File: config.mk
export PLATFORM = sky130hd
export DESIGN_NAME = mask_pair_sequencer
export DESIGN_NICKNAME = d
export VERILOG_FILES = /design/src/rtl/mask_pair_sequencer_pkg.sv /design/src/rtl/mask_pair_sequencer_lsb_enc.sv /design/src/rtl/mask_pair_sequencer.sv
export SDC_FILE = /design/constraint.sdc
export NUM_CORES = 1
export LEC_CHECK = 0
export ABC_CLOCK_PERIOD_IN_PS = 3650
export BUFFER_PORTS_ARGS = -buffer_cell sky130_fd_sc_hd__buf_2
export CORE_UTILIZATION = 30
export DETAILED_ROUTE_END_ITERATION = 6
export PLACE_DENSITY_LB_ADDON = 0.15
export SYNTH_ARGS = -nofsm -noshare
export SYNTH_HDL_FRONTEND = slang
export SYNTH_SLANG_ARGS = --single-unit
export TNS_END_PERCENT = 5
File: constraint.sdc
create_clock -name clock -period 3.65 [get_ports clock]
set_clock_uncertainty 0.2 [all_clocks]
set_input_delay 0 -clock clock [delete_from_list [all_inputs] [get_ports clock]]
set_output_delay 0 -clock clock [all_outputs]
set_load 0.005 [all_outputs]
File: src/rtl/mask_pair_sequencer_pkg.sv
`default_nettype none
// ============================================================================
// Module      : mask_pair_sequencer_pkg
// Description : Shared field offsets, widths, FSM encoding and popcount helper
//               for the mask pair sequencer.
// Revision    : 1.0 - initial release
// ============================================================================
package mask_pair_sequencer_pkg;

    localparam int LANES    = 16;
    localparam int CNT_W    = 5;
    localparam int POS_W    = 4;

    localparam int W_LSB    = 0;
    localparam int A_LSB    = 16;
    localparam int NUMW_LSB = 32;
    localparam int NUMA_LSB = 40;

    typedef enum logic [0:0] {
        S_IDLE = 1'b0,
        S_EMIT = 1'b1
    } state_t;

    function automatic logic [4:0] popcount16(input logic [15:0] v);
        logic [4:0] n;
        n = '0;
        for (int i = 0; i < 16; i++) begin
            n = n + {4'd0, v[i]};
        end
        return n;
    endfunction

endpackage
`default_nettype wire

File: src/rtl/mask_pair_sequencer_lsb_enc.sv
`default_nettype none
// ============================================================================
// Module      : lowest_set_bit_encoder
// Description : Lowest-set-bit index, mask with that bit cleared, and a flag
//               that at most one bit is set.
// Revision    : 1.0 - initial release
// ============================================================================
module lowest_set_bit_encoder #(
    parameter int WIDTH = 16,
    parameter int POS_W = 4
) (
    input  logic [WIDTH-1:0] mask,
    output logic [POS_W-1:0] idx,
    output logic [WIDTH-1:0] cleared,
    output logic             le_one
);

    always_comb begin
        idx = '0;
        // Scan downwards so the lowest set bit wins.
        for (int i = WIDTH - 1; i >= 0; i--) begin
            if (mask[i]) begin
                idx = POS_W'(i);
            end
        end
    end

    assign cleared = mask & (mask - WIDTH'(1));
    assign le_one  = (cleared == '0);

endmodule
`default_nettype wire

File: src/rtl/mask_pair_sequencer.sv
`default_nettype none
// ============================================================================
// Module      : mask_pair_sequencer
// Description : Serialises the mutual non-zero W/A lane pairs of a matcher
//               result word into one (wIndex, aIndex) beat per cycle.
// Revision    : 1.0 - initial release
// ============================================================================
module mask_pair_sequencer
    import mask_pair_sequencer_pkg::*;
#(
    parameter int BITMASK_LENGTH = 16,
    parameter int INDEX_BITWIDTH = 5,
    parameter int POS_BITWIDTH   = 4
) (
    input  logic                      clock,
    input  logic                      resetn,
    input  logic                      ivalid,
    output logic                      oready,
    input  logic [63:0]               result,
    output logic                      ovalid,
    input  logic                      iready,
    output logic                      pairValid,
    output logic [POS_BITWIDTH-1:0]   wIndex,
    output logic [POS_BITWIDTH-1:0]   aIndex,
    output logic                      olast,
    output logic [INDEX_BITWIDTH-1:0] numW,
    output logic [INDEX_BITWIDTH-1:0] numA,
    output logic                      error
);

    state_t                    r_state, w_state_nxt;
    logic [BITMASK_LENGTH-1:0] r_regw, r_rega, w_regw_nxt, w_rega_nxt;
    logic [INDEX_BITWIDTH-1:0] r_numw, r_numa, w_numw_nxt, w_numa_nxt;
    logic                      r_error, w_error_nxt;

    logic [BITMASK_LENGTH-1:0] w_in_w, w_in_a, w_clr_w, w_clr_a;
    logic [POS_BITWIDTH-1:0]   w_idx_w, w_idx_a;
    logic                      w_le1_w, w_le1_a;
    logic                      w_accept, w_xfer, w_mismatch;
    logic                      w_unused;

    assign w_in_w     = result[W_LSB +: BITMASK_LENGTH];
    assign w_in_a     = result[A_LSB +: BITMASK_LENGTH];
    assign w_mismatch = popcount16(16'(w_in_w)) != popcount16(16'(w_in_a));
    assign w_unused   = ^result;

    lowest_set_bit_encoder #(.WIDTH(BITMASK_LENGTH), .POS_W(POS_BITWIDTH)) u_enc_w (
        .mask(r_regw), .idx(w_idx_w), .cleared(w_clr_w), .le_one(w_le1_w)
    );

    lowest_set_bit_encoder #(.WIDTH(BITMASK_LENGTH), .POS_W(POS_BITWIDTH)) u_enc_a (
        .mask(r_rega), .idx(w_idx_a), .cleared(w_clr_a), .le_one(w_le1_a)
    );

    assign ovalid    = (r_state == S_EMIT);
    assign pairValid = ovalid && (r_regw != '0) && (r_rega != '0);
    assign olast     = ovalid && (w_le1_w || w_le1_a);
    assign wIndex    = w_idx_w;
    assign aIndex    = w_idx_a;
    assign numW      = r_numw;
    assign numA      = r_numa;
    assign error     = r_error;

    // Combinational iready->oready lets the next block start with no bubble.
    assign oready   = resetn && ((r_state == S_IDLE) || (olast && iready));
    assign w_accept = ivalid && oready;
    assign w_xfer   = ovalid && iready;

    always_comb begin
        w_state_nxt = r_state;
        w_regw_nxt  = r_regw;
        w_rega_nxt  = r_rega;
        w_numw_nxt  = r_numw;
        w_numa_nxt  = r_numa;
        w_error_nxt = r_error || (w_accept && w_mismatch);
        if (w_accept) begin
            w_state_nxt = S_EMIT;
            w_regw_nxt  = w_in_w;
            w_rega_nxt  = w_in_a;
            w_numw_nxt  = result[NUMW_LSB +: INDEX_BITWIDTH];
            w_numa_nxt  = result[NUMA_LSB +: INDEX_BITWIDTH];
        end else if (w_xfer) begin
            if (olast) begin
                w_state_nxt = S_IDLE;
                w_regw_nxt  = '0;
                w_rega_nxt  = '0;
            end else begin
                w_regw_nxt  = w_clr_w;
                w_rega_nxt  = w_clr_a;
            end
        end
    end

    always_ff @(posedge clock) begin
        if (!resetn) begin
            r_state <= S_IDLE;
            r_regw  <= '0;
            r_rega  <= '0;
            r_numw  <= '0;
            r_numa  <= '0;
            r_error <= 1'b0;
        end else begin
            r_state <= w_state_nxt;
            r_regw  <= w_regw_nxt;
            r_rega  <= w_rega_nxt;
            r_numw  <= w_numw_nxt;
            r_numa  <= w_numa_nxt;
            r_error <= w_error_nxt;
        end
    end

endmodule
`default_nettype wire

==> summary.txt <==
Floorplanning
  • Io pins: ~90
  • Core box area: between 0.01 and 0.015 sq mm
  • Die height: between 100 and 150 um
  • Die footprint: roughly 0.012 sq mm
  • Die X: 108 um
  • Initial Util: a little under a third
  • Row count: 38

Route
  • Vias: between 3000 and 4000
  • Post-DR wirelength/cell: 15.9 um
  • Vias per inst: 5.13
  • # DRC: 0
  • Pre-antenna DRT Iters: 4
  • WL met3: 421 um
  • Met2 wire len: between 4000 and 5000 um
  • Iteration-0 DRC Markers: 116
  • Drt total wl: ~10000 um
  • Max layer used: met4
  • Met1 wire length: 5010 um
  • Post-route antenna net violation count: 0

Clock network
  • CTS Root Cell: clkbuf_16
  • Clock Tree Buf Depth: 2
  • Htree depth: 2
  • CTS clk-pin slew, worst paths: 60 ps
  • Clock latency on the worst-skew pair: approximately 280 ps
  • Clock Sinks: 44
  • CTS Buf Count: 5
  • CTS tree: done
  • Post-CTS setup buffers: 0

Worst setup path
  • Setup crit end kind: register
  • CP required: around 3600 ps
  • Flop2flop setup slack: a little under 400 ps
  • CP Cell Sequence: buf_2 -> fa_1 -> inv_1 -> fa_1 -> inv_1 -> fa_1 -> inv_1 -> fa_1 -> inv_1 -> ha_2 -> inv_1 -> fa_2 -> xor2_1 -> nor4_1 -> a31oi_1 -> o21a_1
  • Critical Path Fanout Max: 2
  • Crit path arrival time: around 3600 ps
  • Reg-to-reg startpoint: r_regw[0]
  • Cell mode on critical path: inv_1
  • Terminus of the critical flop-to-flop path: numW[0]
  • Reg2reg path depth: 7
  • Critical-path top delay cell: fa_1
  • Crit path largest cell delay: between 500 and 600 ps
  • Crit start category: primary input
  • Crit Path Class: primary input to register

Worst hold path
  • Hold WC Path Type: primary input to register
  • Hold path start: iready
  • Hold Path End: ovalid
  • WHS Path Cells: 4

Pwr
  • LEAKAGE: just over 2 nW
  • VDD IR max: between 0.2 and 0.25 mV
  • Total power: approximately 2.2 mW
  • Power per standard cell area: ~500 mW/mm^2

Cells and area
  • Share of layout cells above drive strength 1: between 20% and 30%
  • Area grow syn2layout: 33.7%
  • Antenna diode count: 0
  • Non-Filler Instances: ~660
  • Nets@finish: 617
  • Fillers: 1139

GRT
  • First-pass GRT wire length: around 17000 um
  • Global route overflow: 0
  • Pin count of the biggest net entering global routing: 18
  • GRT Total Usage: between 10% and 20%
  • Vias in the first global route: approximately 3300
  • Initial antenna violation count: 0

STA
  • Final setup violation count: 0
  • Worst slew pin tran: around 1000 ps
  • Final Cycle Share: between 90% and 100%
  • Final max-slew violation count: 0
  • Hold WS: 183 ps
  • Fin crit period: roughly 3600 ps
  • Final Hold Viols: 0
  • Relative slew slack: 32.3%
  • Max Fclk: ~0.27 GHz
  • RSZ-0062 raised after global routing: true

Placed design
  • Placed cell count: about 610
  • Number of port buffers: 68
  • GPL Wtd Cong: just over 0.8
  • Final HPWL DP: 7850 um

Job
  • Max_cap viols: 0

Logic synthesis
  • Dominant cell type by area after synthesis: dfxtp_1
  • Synthesized cell area: around 0.0034 sq mm
  • Synth area leaders: dfxtp_1 26%, fa_1 12%, inv_1 6.1%, a22o_1 5.2%, o21ai_0 5.2%
  • Syn nets: 503
  • Register area share after synthesis: 26.0%
  • Gate Count Post-Synth: slightly above 400
  • Yosys top cell area share: 26.0%
  • Number of enable flip-flop cells after synthesis: 0
  • FFs w/ async S/R, synth: 0%
  • Ys flop type: dfxtp_1
  • Syn avg cell area: 8.38 sq um
  • Synth warn: 0
  • Synth Register Bits: between 40 and 50
  • Synth unique cells: 59

Run status
  • Outcome: complete, no violations
[cell usage in the layout, fill, tap and decap left out, types with 3 or more instances in the layout]
cell type      synthesis  final
a211oi_1               5      5
a21o_1                 4      4
a21oi_1               23     23
a221oi_1               3      3
a22o_1                20     20
a32o_1                 9      9
and2_1                 4      4
buf_2                  5     66
buf_4                  3     20
clkbuf_16              0      5
dfxtp_1               44     44
dlygate4sd3_1          0     44
fa_1                  20     18
ha_1                  10      8
inv_1                 55     51
inv_2                  0      4
nand2_1               11     11
nand3_1               19     19
nor2_1                30     30
nor2b_1                4      4
nor3_1                13     13
nor4_1                 5      5
nor4_2                 3      3
o21a_1                 3      3
o21ai_0               35     35
o21bai_1               6      6
o31a_1                 3      3
o31ai_1                3      3
or3_1                  5      5
xnor2_1                4      4
xor2_1                 5      4
[cells in the mapped netlist, types with 3 or more instances]
library cell / number
clkbuf_1: 13
xnor2_1: 4
a21oi_1: 23
fa_1: 20
nor2_1: 30
o31ai_1: 3
a32o_1: 9
o21ai_0: 35
nor4_2: 3
nor2b_1: 4
buf_4: 3
nand3_1: 19
nand2_1: 11
a21o_1: 4
a22o_1: 20
nor3_1: 13
a221oi_1: 3
buf_6: 3
ha_1: 10
o21bai_1: 6
o21a_1: 3
buf_2: 5
a211oi_1: 5
dfxtp_1: 44
or3_1: 5
and2_1: 4
o31a_1: 3
nor4_1: 5
inv_1: 55
xor2_1: 5
[logic make-up after synthesis]
logic type | share of synthesized area, %
fa+ha+maj | 16.1
flops | 26.0
simple gates | 17.4
xor+xnor | 2.32
buf+inv | 10.5
compound gates | 27.8
[layer usage]
metal  global-route usage [%]  vias up
met4                     4.05        0
met3                     3.44        4
met5                        0        -
li1                         -     1668
met1                     25.3     1635
met2                     31.4       76
[metrics by stage]
| stage | worst slack (ps) | util [%] | instance area (sq um) | TNS, ps |
|---|---|---|---|---|
| after floorplan | 21.6 | - | 3400 | 0 |
| after global placement | -246 | 35.8 | 3920 | -246 |
| after detailed placement | -276 | 35.8 | 3920 | -276 |
| after CTS | -10.3 | 41.3 | 4510 | -10.3 |
| after global routing | -137 | 41.5 | 4540 | -137 |
| final | 13.2 | 41.5 | 4540 | 0 |
[registers in the layout, indices dropped and copies added (netlist names)]
signal / count
numW: 5
r_regw: 16
error: 1
ovalid: 1
r_rega: 16
numA: 5
[worst max path at each step]
stage,from,endpoint,slack [ps],depth (start not counted)
global placement,result[5],error,-250,17
floorplan,result[5],error,20,16
detailed placement,result[5],error,-280,17
finish,result[31],error,10,16
global route,result[31],error,-140,16
CTS,result[5],error,-10,17
[repair_timing]
item / in CTS / in global routing
resized for setup: 0 / 10
hold buffers: 44 / 0
setup endpoints to repair: 1 / 1
pin swaps: 0 / 6
endpoints found under the hold margin: 42 / 0
[critical path, delay by kind of cell]
| kind | cells | cell delay, ps |
|---|---|---|
| compound gates | 2 | 250 |
| xor+xnor | 1 | 170 |
| fa+ha+maj | 6 | 2560 |
| buf+inv | 6 | 380 |
| simple gates | 1 | 270 |
[power by group]
part           switching [mW]  leakage, nW  internal [mW]
clock network           0.188       0.0760          0.288
logic                   0.590         1.60          0.551
registers              0.0783        0.362          0.531
total                   0.856         2.04           1.37
[cell type report]
cell class / count / area [sq um] / share of cell area (%)
Multi-Input combinational cell: 280 / 2170 / 47.9
Clock buffer: 7 / 153 / 3.36
Tap cell: 140 / 175 / 3.86
Inverter: 56 / 210 / 4.63
Sequential cell: 44 / 881 / 19.4
Timing Repair Buffer: 132 / 943 / 20.8
Note: power is estimated with default switching activity, not from simulation.
